--- src/rtl/piso_serializer_if.sv ---
// rtl/piso_serializer_if.sv - load handshake and serial link bundle for piso_serializer
//
// Purpose: groups the parallel load handshake and the registered serial
//          link outputs of the serializer into one connection.
// Parameter: WIDTH - parallel word width in bits (2..32).
// Signals:
//   load_valid  upstream presents load_data
//   load_ready  serializer can accept a word this cycle
//   load_data   parallel word to transmit
//   ser_out     serial data bit
//   ser_valid   ser_out carries a valid bit
//   frame_start high with the MSB of each word
//   busy        serializer is shifting a word
// Modports: master = word source / link observer, slave = serializer.
interface piso_serializer_if #(
  parameter int WIDTH = 8
);
  logic             load_valid;
  logic             load_ready;
  logic [WIDTH-1:0] load_data;
  logic             ser_out;
  logic             ser_valid;
  logic             frame_start;
  logic             busy;

  modport master (
    output load_valid,
    output load_data,
    input  load_ready,
    input  ser_out,
    input  ser_valid,
    input  frame_start,
    input  busy
  );

  modport slave (
    input  load_valid,
    input  load_data,
    output load_ready,
    output ser_out,
    output ser_valid,
    output frame_start,
    output busy
  );
endinterface

--- src/rtl/piso_serializer.sv ---
// rtl/piso_serializer.sv - parallel-in serial-out transmitter, MSB first
//
// Purpose: accepts a WIDTH-bit word over a valid/ready handshake and shifts
//          it out one bit per clock, MSB first, with zero-gap back-to-back
//          frames. Optional even parity bit after the LSB when the macro
//          PISO_PARITY_EN is defined (frame becomes WIDTH+1 bits).
// Parameter: WIDTH - data word width in bits, 2..32.
// Ports:
//   clk    rising-edge clock
//   rst_n  synchronous active-low reset
//   bus    piso_serializer_if.slave: load_valid/load_ready/load_data in,
//          ser_out/ser_valid/frame_start/busy out (all registered except
//          load_ready, which decodes the state registers)
module piso_serializer #(
  parameter int WIDTH = 8
) (
  input  logic              clk,
  input  logic              rst_n,
  piso_serializer_if.slave  bus
);

`ifdef PISO_PARITY_EN
  localparam int FRAME_LEN = WIDTH + 1;
`else
  localparam int FRAME_LEN = WIDTH;
`endif
  localparam int            CW   = $clog2(FRAME_LEN);
  localparam logic [CW-1:0] LAST = CW'(FRAME_LEN - 1);

  typedef enum logic {
    S_IDLE  = 1'b0,
    S_SHIFT = 1'b1
  } state_t;

  state_t           state_q, state_d;
  logic [WIDTH-1:0] shreg_q, shreg_d;   // bits still to send, left-aligned
  logic [CW-1:0]    cnt_q,   cnt_d;     // index of the bit currently on ser_out
  logic             ser_out_q, ser_out_d;
  logic             fs_q,    fs_d;
`ifdef PISO_PARITY_EN
  logic             parity_q, parity_d;
`endif

  logic load_ready_c;
  logic xfer;

  // State register
  always_ff @(posedge clk) begin
    if (!rst_n) begin
      state_q   <= S_IDLE;
      shreg_q   <= '0;
      cnt_q     <= '0;
      ser_out_q <= 1'b0;
      fs_q      <= 1'b0;
`ifdef PISO_PARITY_EN
      parity_q  <= 1'b0;
`endif
    end else begin
      state_q   <= state_d;
      shreg_q   <= shreg_d;
      cnt_q     <= cnt_d;
      ser_out_q <= ser_out_d;
      fs_q      <= fs_d;
`ifdef PISO_PARITY_EN
      parity_q  <= parity_d;
`endif
    end
  end

  // Next-state logic
  always_comb begin
    state_d   = state_q;
    shreg_d   = shreg_q;
    cnt_d     = cnt_q;
    ser_out_d = ser_out_q;
    fs_d      = 1'b0;
`ifdef PISO_PARITY_EN
    parity_d  = parity_q;
`endif
    // load_data is only looked at on a real transfer, so X on an idle bus
    // never reaches the registers.
    if (xfer) begin
      state_d   = S_SHIFT;
      ser_out_d = bus.load_data[WIDTH-1];
      shreg_d   = {bus.load_data[WIDTH-2:0], 1'b0};
      cnt_d     = '0;
      fs_d      = 1'b1;
`ifdef PISO_PARITY_EN
      parity_d  = ^bus.load_data;
`endif
    end else if (state_q == S_SHIFT) begin
      if (cnt_q == LAST) begin
        state_d   = S_IDLE;
        ser_out_d = 1'b0;
        shreg_d   = '0;
        cnt_d     = '0;
      end else begin
        cnt_d     = cnt_q + 1'b1;
        ser_out_d = shreg_q[WIDTH-1];
        shreg_d   = {shreg_q[WIDTH-2:0], 1'b0};
`ifdef PISO_PARITY_EN
        // LSB is on the line now; the parity bit follows it.
        if (cnt_q == CW'(WIDTH - 1)) begin
          ser_out_d = parity_q;
        end
`endif
      end
    end
  end

  // Output logic
  always_comb begin
    load_ready_c = (state_q == S_IDLE) || (cnt_q == LAST);
    xfer         = bus.load_valid && load_ready_c;
  end

  assign bus.load_ready  = load_ready_c;
  assign bus.ser_out     = ser_out_q;
  assign bus.ser_valid   = (state_q == S_SHIFT);
  assign bus.frame_start = fs_q;
  assign bus.busy        = (state_q == S_SHIFT);

endmodule

--- src/flat_wrapper.sv ---
// flat-port wrapper written by rule: the top's interface ports become plain ports
module piso_serializer_flat 
#(
  parameter int WIDTH = 8
)
  (clk, rst_n, bus_load_valid, bus_load_data, bus_load_ready, bus_ser_out, bus_ser_valid, bus_frame_start, bus_busy);
  piso_serializer_if #(.WIDTH(WIDTH)) bus_i ();
  input  logic clk;
  input  logic rst_n;
  input wire logic [$bits(bus_i.load_valid)-1:0] bus_load_valid;
  input wire logic [$bits(bus_i.load_data)-1:0] bus_load_data;
  output wire logic [$bits(bus_i.load_ready)-1:0] bus_load_ready;
  output wire logic [$bits(bus_i.ser_out)-1:0] bus_ser_out;
  output wire logic [$bits(bus_i.ser_valid)-1:0] bus_ser_valid;
  output wire logic [$bits(bus_i.frame_start)-1:0] bus_frame_start;
  output wire logic [$bits(bus_i.busy)-1:0] bus_busy;
  assign bus_i.load_valid = bus_load_valid;
  assign bus_i.load_data = bus_load_data;
  assign bus_load_ready = bus_i.load_ready;
  assign bus_ser_out = bus_i.ser_out;
  assign bus_ser_valid = bus_i.ser_valid;
  assign bus_frame_start = bus_i.frame_start;
  assign bus_busy = bus_i.busy;
  piso_serializer #(.WIDTH(WIDTH)) u_core (.clk(clk), .rst_n(rst_n), .bus(bus_i));
endmodule
--- config.mk ---
export PLATFORM = sky130hd
export DESIGN_NAME = piso_serializer_flat
export DESIGN_NICKNAME = d
export VERILOG_FILES = /design/src/rtl/piso_serializer_if.sv /design/src/rtl/piso_serializer.sv /design/src/flat_wrapper.sv
export SDC_FILE = /design/constraint.sdc
export NUM_CORES = 1
export LEC_CHECK = 0
export CAP_MARGIN = 20
export CORE_MARGIN = 2
export CORE_UTILIZATION = 45
export DETAILED_ROUTE_END_ITERATION = 8
export HOLD_SLACK_MARGIN = 0.02
export PLACE_DENSITY = 0.73
export SLEW_MARGIN = 20
export SYNTH_ARGS = -nofsm -noshare
export SYNTH_HDL_FRONTEND = slang
export SYNTH_SLANG_ARGS = --single-unit
--- constraint.sdc ---
create_clock -name clk -period 1.7 [get_ports clk]
set_clock_uncertainty 0.1 [all_clocks]
set_input_delay 0.255 -clock clk [delete_from_list [all_inputs] [get_ports clk]]
set_output_delay 0.255 -clock clk [all_outputs]
set_load 0.05 [all_outputs]
==> results.md <==
- Status: finished clean
- Area leader, netlist: dfxtp_1
- Final count of negative-setup-slack endpoints: 0
- Largest net degree at the start of global routing: 14
- Register share of total power: 48.4%
- Setup TNS: 0 ns
- Final Non-Filler Cells: 110
- Fin. max-slew vios: 0
- Max-Cap Viols: 0
- Avg Cell Area, Syn: 9.13 um^2
- Die area: 1830 um^2
- Maximum vdd drop: 495 uV
- Reg clk slew, reported paths: ~0.080 ns
- Critical Path AT: 1.34 ns
- Area of the mapped netlist: 676 um^2
- Switch Pwr: 0.196 mW
- Crit start category: register
- Final setup margin: 0.00312 ns
- CTS tree: built
- Pint: about 0.5 mW
- Clk buf depth: 2
- Hpwl dp: 1030 um
- Clk sinks: 13
- Crit-path max FO: 2
- PnR Total Power: 0.697 mW
- Total number of vias: 587
- Min cycle time layout: 1.70 ns
- Max Freq: roughly 600 MHz
- Initial DRT Pass Iterations: 4
- Cell row count: 13
- Yosys reg bits: 13
- Die W: 42.8 um
- Core ar.: 1350 um^2
- Initial DRC count: 7
- Gr usage total: between 10% and 20%
- WHS Path Cells: 2
- First-pass GRT wire length: around 2500 um
- Worst skew pair latency: between 0.2 and 0.3 ns
- Worst slew pin tran: about 0.42 ns
- Layout cell share with drive strength beyond 1: 26.3%
- Cts hold-fix bufs: 0
- PD cells: 742 nW/um^2
- Die Span Y: 42.8 um
- Rel. slew slack: 71.7%
- Net count, final: roughly 110
- RSZ-0062 raised after global routing: yes
- PortBufs: 15
- Drt wl/cell: 13.6 um
- Antenna Cells: 0
- Hold/Removal Path Class: register to register
- Synth area leaders: dfxtp_1 (39%), a32oi_1 (6.5%), mux2i_1 (5.9%)
- Layout area overhead: 39.1%
- Vias per cell: 5.34
- Pre-CTS WS: 0.111 ns
- Setup CP Type: register to primary output
- Syn Inst Count: 74
- H-Tree Depth: 1
- Top Ports: 16
- Clock Power Share: 27.2%
- CTS buffer count: 3
- Period utilization: 99.8%
- Fin. Hold Viols: 0
- Ys Warns: 0
- Leakage: about 0.41 nW
- Register area share after synthesis: 38.5%
- Initial antenna violation count: 0
- Root Driver: clkbuf_4
- Final WL: 1500 um
- Synth top area share: 38.5%
- Starting density of the core: about 50%
- CP Data Required Time: 1.34 ns
- Routed Antenna Nets: 0
- Switching share of total power: between 20% and 30%
- End-of-flow core utilization: 69.6%
- Vias in the first global route: 567
- Residual DRC: 0
- Path depth of the worst reg2reg path: 7
- Comb pwr share: 24.4%
- Setup crit end kind: primary output
- Synthesized net count: 87
- Distinct cell type count after synthesis: 23
- RePlAce Congestion: roughly 0.73
- Placed cell count: between 100 and 150
- GRT Residual Overflow: 0
==> per-stage QoR <==
stage               area, um^2  hold slack, ns
global route               940           0.454
global placement           868           0.404
floorplan                  686           0.283
finish                     940           0.433
CTS                        940           0.431
detailed placement         868           0.411
==> state kept, by name (all words and copies together), names as in the netlist <==
register / flops
u_core.bus.busy: 1
u_core.bus.frame_start: 1
u_core.bus.ser_out: 1
u_core.cnt_q: 3
u_core.shreg_q: 7
==> layer usage <==
metal / global-route usage [%] / vias up / routed length, um / share of wire (%)
li1: - / 308 / - / -
met1: 24.7 / 270 / 713 / 48
met2: 27.3 / 7 / 731 / 49
met3: 2.98 / 2 / 39 / 2.6
met4: 10.0 / 0 / 11 / 0.74
met5: 0 / - / 0 / 0
==> final timing paths <==
| kind | start | endpoint | slack, ns |
|---|---|---|---|
| worst min register to register | u_core.shreg_q[1] | u_core.shreg_q[2] | 0.43 |
| worst max-delay path | u_core.cnt_q[0] | bus_load_ready | 0.003 |
| worst max register to register | u_core.cnt_q[0] | u_core.shreg_q[4] | 0.24 |
| worst min-delay path | u_core.shreg_q[1] | u_core.shreg_q[2] | 0.43 |
==> what timing repair did <==
item	4_1_cts	5_1_grt
gates resized for setup	6	0
cloned	0	0
setup buffers	2	0
endpoints found under the setup margin	1	1
==> layout by cell type, fill, tap and decap left out, types with 2 or more instances in the layout <==
cell,count
buf_4,11
inv_1,5
ha_4,2
clkdlybuf4s50_1,10
o21a_1,4
dfxtp_1,10
buf_12,2
a32oi_1,5
a21oi_1,7
clkbuf_4,3
a21o_1,5
o21ai_0,6
a32o_1,2
nor3b_1,2
dfxtp_2,3
mux2i_1,4
nor2_1,3
nor2b_1,2
==> worst max-delay path, cell delays in order (launching register included) <==
cell and delay [ns]:
dfxtp_2 0.34, ha_4 0.16, ha_4 0.16, nor2b_4 0.15, clkinvlp_4 0.11, buf_8 0.15
==> kinds of logic (layout without fill, tap and decap cells) <==
family | Yosys count | after routing | share of synthesized area [%]
adders and majority gates | 2 | 2 | 3.70
and+or+nand+nor | 13 | 13 | 11.9
buffers and inverters | 13 | 34 | 10.9
muxes | 4 | 4 | 5.93
DFF | 13 | 13 | 38.5
AOI/OAI and AO/OA | 29 | 29 | 29.1
==> cell usage after synthesis <==
master    instances
nor3b_1           2
inv_1             6
mux2i_1           4
nor2_1            3
a32oi_1           5
o21a_1            4
or2_2             1
nand2_1           1
nand3_1           1
a32o_1            2
a21o_1            5
clkbuf_1          1
nor2b_4           1
dfxtp_1          13
and2_1            1
nor2b_1           2
o21ai_0           6
buf_6             2
buf_2             2
ha_1              2
buf_4             2
a21oi_1           7
and3_1            1
==> area by class of cell <==
| type | count | area [um^2] |
|---|---|---|
| timing repair buffer | 24 | 238 |
| multi-input combinational | 48 | 367 |
| tap | 15 | 18.8 |
| clock buffer | 4 | 26.3 |
| sequential | 13 | 264 |
| inverter | 6 | 26.3 |
| fill | 107 | 410 |
==> power by group through the flow <==
stage / Sequential, mW / Combinational, mW / Clock (mW)
2_1_floorplan: 0.356 / 0.0810 / 0
6_report: 0.337 / 0.170 / 0.190
3_3_place_gp: 0.343 / 0.159 / 0
4_1_cts: 0.337 / 0.170 / 0.198
3_5_place_dp: 0.343 / 0.161 / 0
5_1_grt: 0.339 / 0.184 / 0.206
(Power assumes the default switching activity.)
